File: src/rtl/calc_sequencer.sv
// Keypad-driven calculator sequencer: builds signed decimal operands, issues one
// add/sub/mul to a shared arithmetic unit over start/done, and handles timeout/overflow.
module calc_sequencer #(
  parameter int WIDTH      = 16,
  parameter int MAX_DIGITS = 5,
  parameter int TIMEOUT    = 64
) (
  input  logic             clk,
  input  logic             nRST,
  input  logic [3:0]       key_digit,
  input  logic             key_valid,
  input  logic             neg_valid,
  input  logic [1:0]       op_sel,
  input  logic             op_valid,
  input  logic             eq_valid,
  input  logic             clr_valid,
  output logic [WIDTH-1:0] au_a,
  output logic [WIDTH-1:0] au_b,
  output logic [1:0]       au_op,
  output logic             au_start,
  input  logic             au_done,
  input  logic [WIDTH-1:0] au_result,
  input  logic             au_ovf,
  output logic [WIDTH-1:0] display,
  output logic             complete,
  output logic             error,
  output logic             busy
);
  localparam int CW = $clog2(MAX_DIGITS + 1);
  localparam int TW = $clog2(TIMEOUT + 1);
  localparam logic [WIDTH+3:0] MAXPOS = {5'b0, {(WIDTH-1){1'b1}}};
  localparam logic [WIDTH-1:0] MINNEG = {1'b1, {(WIDTH-1){1'b0}}};

  typedef enum logic [2:0] {ENTER_A, ENTER_B, ISSUE, WAIT, DONE, ERROR} state_t;

  state_t           state;
  logic [WIDTH-1:0] mag, reg_a, res;
  logic             sign;
  logic [CW-1:0]    cnt;
  logic [1:0]       op;
  logic [TW-1:0]    tmo;

  logic [WIDTH+3:0] mag_ext, mag_next;
  logic             dig_ok;
  logic [WIDTH-1:0] ent_val;

  // mag*10 + digit, widened so the range check sees any overflow past WIDTH
  always_comb begin
    mag_ext  = {4'b0, mag};
    mag_next = (mag_ext << 3) + (mag_ext << 1) + {{WIDTH{1'b0}}, key_digit};
    dig_ok   = (key_digit <= 4'd9) && (cnt < CW'(MAX_DIGITS)) && (mag_next <= MAXPOS);
    ent_val  = sign ? -mag : mag;
  end

  always_comb begin
    display = ent_val;
    case (state)
      DONE:    display = res;
      ERROR:   display = '0;
      default: display = ent_val;
    endcase
  end

  assign busy = (state == ISSUE) || (state == WAIT);

  always_ff @(posedge clk or negedge nRST) begin
    if (!nRST) begin
      state <= ENTER_A; mag <= '0; reg_a <= '0; res <= '0; sign <= 1'b0; cnt <= '0;
      op <= '0; tmo <= '0; au_a <= '0; au_b <= '0; au_op <= '0; au_start <= 1'b0;
      complete <= 1'b0; error <= 1'b0;
    end else if (clr_valid) begin
      state <= ENTER_A; mag <= '0; reg_a <= '0; res <= '0; sign <= 1'b0; cnt <= '0;
      op <= '0; tmo <= '0; au_a <= '0; au_b <= '0; au_op <= '0; au_start <= 1'b0;
      complete <= 1'b0; error <= 1'b0;
    end else begin
      case (state)
        ENTER_A, ENTER_B: begin
          // strobes are prioritised even when the winner turns out to be a no-op
          if (eq_valid) begin
            if (state == ENTER_B && cnt != '0) begin
              au_a <= reg_a; au_b <= ent_val; au_op <= op; au_start <= 1'b1;
              state <= ISSUE;
            end
          end else if (op_valid) begin
            if (op_sel != 2'b11) begin
              if (state == ENTER_A) begin
                reg_a <= ent_val; op <= op_sel;
                mag <= '0; sign <= 1'b0; cnt <= '0;
                state <= ENTER_B;
              end else if (cnt == '0) begin
                op <= op_sel;
              end
            end
          end else if (neg_valid) begin
            sign <= ~sign;
          end else if (key_valid && dig_ok) begin
            mag <= mag_next[WIDTH-1:0];
            cnt <= cnt + 1'b1;
          end
        end
        ISSUE: begin
          au_start <= 1'b0;
          tmo      <= '0;
          state    <= WAIT;
        end
        WAIT: begin
          if (au_done) begin
            if (au_ovf) begin
              error <= 1'b1; state <= ERROR;
            end else begin
              res <= au_result; complete <= 1'b1; state <= DONE;
            end
          end else if (tmo == TW'(TIMEOUT - 1)) begin
            error <= 1'b1; state <= ERROR;
          end else begin
            tmo <= tmo + 1'b1;
          end
        end
        DONE: begin
          if (eq_valid) begin
            // equals on a shown result does nothing
          end else if (op_valid) begin
            if (op_sel != 2'b11) begin
              reg_a <= res; op <= op_sel; complete <= 1'b0;
              mag <= '0; sign <= 1'b0; cnt <= '0;
              state <= ENTER_B;
            end
          end else if (neg_valid) begin
            if (res == MINNEG) begin
              complete <= 1'b0; error <= 1'b1; state <= ERROR;
            end else begin
              res <= -res; reg_a <= -res;
            end
          end else if (key_valid && key_digit <= 4'd9) begin
            complete <= 1'b0;
            mag <= {{(WIDTH-4){1'b0}}, key_digit}; sign <= 1'b0; cnt <= CW'(1);
            state <= ENTER_A;
          end
        end
        ERROR: begin
          complete <= 1'b0;
        end
        default: state <= ENTER_A;
      endcase
    end
  end
endmodule

File: config.mk
export PLATFORM = sky130hd
export DESIGN_NAME = calc_sequencer
export DESIGN_NICKNAME = d
export VERILOG_FILES = /design/src/rtl/calc_sequencer.sv
export SDC_FILE = /design/constraint.sdc
export NUM_CORES = 1
export LEC_CHECK = 0
export CORE_ASPECT_RATIO = 0.6
export CORE_MARGIN = 2
export CORE_UTILIZATION = 31
export CTS_CLUSTER_DIAMETER = 60
export DETAILED_ROUTE_END_ITERATION = 16
export GPL_ROUTABILITY_DRIVEN = 0
export GPL_TIMING_DRIVEN = 0
export PLACE_DENSITY = 0.5
export SYNTH_ARGS = -nofsm -noshare
export SYNTH_HDL_FRONTEND = slang
export SYNTH_SLANG_ARGS = --single-unit
File: constraint.sdc
create_clock -name clk -period 5 [get_ports clk]
set_input_delay 1 -clock clk [delete_from_list [all_inputs] [get_ports clk]]
set_output_delay 1 -clock clk [all_outputs]
set_load 0.005 [all_outputs]
==> impl_metrics.py <==
metrics = {
    "die": {
        "rows": 41,
        "fp.dieH_um": 117,
        "ios": 85,
        "die_x_um": 192,
        "dieArea_um2": 22400,
        "start_util": 0.314,
        "core-area_um2": 20900,
    },
    "clock_tree": {
        "cts_hold_buf": 0,
        "cts-resized-gates": 0,
        "cts_tree": "done",
        "root_buffer": "clkbuf_16",
        "cts_buffer_depth": 2,
        "insertion_delay_ns": 0.36,
        "numCtsBuffers": 9,
        "post_cts_buffers": 0,
        "htreeDepth": 3,
        "clk_pin_slew_worst_paths_ns": 0.07,
        "clkSinkCount": 101,
    },
    "power_and_ir_drop": {
        "total_power_mw": 2.57,
        "p_leak_nw": 3.58,
        "vdd_drop_max_mv": 0.187,
        "power_density_nw_per_um2": 319,
    },
    "timing": {
        "slew_viol_final": 0,
        "fin_crit_ns": 4.69,
        "setup_viol": 0,
        "skew_ns": 0.00993,
        "rsz0062_at_grt": "no",
        "hold_violations": 0,
        "slew_headroom": 0.448,
        "worst_slack_ns": 0.306,
        "finalCritPeriodShare": 0.939,
        "worstMarginPinSlew_ns": 0.825,
        "max_freq_mhz": 213,
        "holdWs_ns": 0.488,
    },
    "final_layout": {
        "drive_above_1_share": 0.0694,
        "finalInstanceArea_um2": 8050,
        "final_cell_mix": "dfrtp_1 (101), clkdlybuf4s50_1 (82), a21oi_1 (72)",
        "syn_to_final_growth_pct": 22.8,
        "fin_nets": 900,
        "final_common_cell": "dfrtp_1",
        "antenna_cells": 0,
    },
    "placed_design": {
        "place_area_um2": 7760,
        "port_buffers": 83,
        "dp_hpwl_um": 17600,
        "pre_cts_ws_ns": -0.0377,
    },
    "grt": {
        "grt_remaining_overflow": 0,
        "antenna_found_initial": 0,
        "grt_start_max_net_pins": 54,
        "grt_pass1_vias": 5607,
        "grt_pass1_wl_um": 34700,
        "track_usage": 0.209,
    },
    "yosys": {
        "ys_ff_latch": 101,
        "synth_cells": 736,
        "synth_edf_count": 0,
        "dominantRegCellSynth": "dfrtp_1",
        "yosysTopAreaCellShare": 0.386,
        "ys_types": 70,
        "netlist_top_cells_area": "dfrtp_1 (39%), ha_1 (6.9%), a21oi_1 (5.5%), o21ai_0 (4.5%), nor2_1 (3.8%)",
        "ys.warnings.count": 0,
        "synthArstFlopShare": 1.00,
        "synth_fp_nets": 805,
        "yosysSeqAreaShare": 0.386,
        "syn_avg_cell_area_um2": 8.91,
        "synth_top_area_cell": "dfrtp_1",
        "netlist_area_um2": 6560,
    },
    "status": {
        "outcome": "completed",
    },
    "setup_path": {
        "end_kind": "primary output",
        "regToRegSetupSlack_ns": 0.90,
        "critPathLaunch": "mag[4]",
        "r2r_start": "mag[0]",
        "start_kind": "register",
        "critPathMaxFanout": 7,
        "crit_required_ns": 4.00,
        "r2r_cells": 12,
        "critPathKind": "register to primary output",
        "reg2reg_to": "mag[13]",
        "critPathArrivalTime_ns": 3.69,
    },
    "worst_hold_path": {
        "holdPathEnd": "reg_a[7]",
        "hold_depth": 2,
        "hp-class": "register to register",
        "hp-start": "reg_a[7]",
    },
    "route": {
        "wl_per_cell_um": 20.3,
        "antenna_left": 0,
        "vias": 5966,
        "wirelength_um": 22600,
        "routed_via_density": 5.35,
        "drt_iter0_markers": 670,
        "drc": 0,
        "dr.pass1.iters": 8,
    },
    "flow_run": {
        "drv_cap": 0,
    },
}
critical path, cell delays in order, from the launching register on:
cell	delay [ns]
dfrtp_1	0.48
or4_1	0.59
nor3_1	0.24
nand4_1	0.23
o41ai_1	0.47
xor2_1	0.53
o22ai_1	0.28
clkdlybuf4s50_1	0.51
metal layers:
| layer | vias up | wire length [µm] | global-route usage |
|---|---|---|---|
| met5 | - | 0 | 0 |
| met4 | 0 | 189 | 0.0374 |
| met3 | 16 | 1880 | 0.0535 |
| met2 | 248 | 7890 | 0.253 |
| met1 | 2826 | 12600 | 0.351 |
| li1 | 2876 | - | - |
cell usage after synthesis, types with 6 or more instances:
cell type / count
ha_1: 36
o21ai_0: 59
clkbuf_1: 32
nand2_1: 54
a21oi_1: 72
mux2i_1: 7
a22o_1: 26
xnor2_1: 10
nor3_1: 31
a211oi_1: 13
o22ai_1: 16
nor2_1: 66
a21o_1: 8
xor2_1: 26
mux2_4: 6
inv_1: 29
or3_1: 7
o31ai_1: 17
nand2b_1: 10
nand3_1: 13
mux2_2: 12
dfrtp_1: 101
cell type report:
cell class                      count  area, µm²
Tap cell                          279        349
Buffer                             43        176
Multi-Input combinational cell    563       3740
Clock inverter                      6       47.5
Inverter                           29        109
Fill cell                        2093      12800
Sequential cell                   101       2530
Clock buffer                       10        239
Timing Repair Buffer               84        856
state kept, by name (all words and copies together), names as in the netlist, 2 cells and up:
| register | cells |
|---|---|
| au_op | 2 |
| au_a | 16 |
| state | 3 |
| op | 2 |
| cnt | 3 |
| mag | 16 |
| res | 16 |
| tmo | 7 |
| au_b | 16 |
| reg_a | 16 |
where the power goes:
group,switching (mW),leakage (nW),total (mW),internal (mW)
clock,0.334,0.144,0.690,0.356
combinational,0.550,2.05,0.906,0.355
sequential,0.0815,1.38,0.971,0.889
total,0.965,3.58,2.57,1.60
per-stage QoR:
step	instances	util	TNS [ns]
after floorplan	736	-	0
after global placement	1098	0.370	-115.81
after detailed placement	1099	0.372	-0.205
after CTS	1115	0.385	0
after global routing	1115	0.385	0
final	1115	0.385	0
cells by family after synthesis:
logic type | share of synthesized area
DFF | 0.386
and+or+nand+nor | 0.161
buffers and inverters | 0.0435
AOI/OAI and AO/OA | 0.242
xor gates and xnor gates | 0.0481
adders and majority gates | 0.0748
muxes | 0.0450
worst max path at each step:
stage / end / slack, ns / cells past startpoint
2_1_floorplan: mag[10] / 1.09 / 13
3_3_place_gp: res[9] / -1.16 / 1
3_5_place_dp: mag[13] / -0.04 / 14
4_1_cts: mag[10] / 0.33 / 14
5_1_grt: mag[8] / 0.10 / 14
6_report: display[15] / 0.31 / 7
No activity file was read; power rests on OpenSTA's default activity.
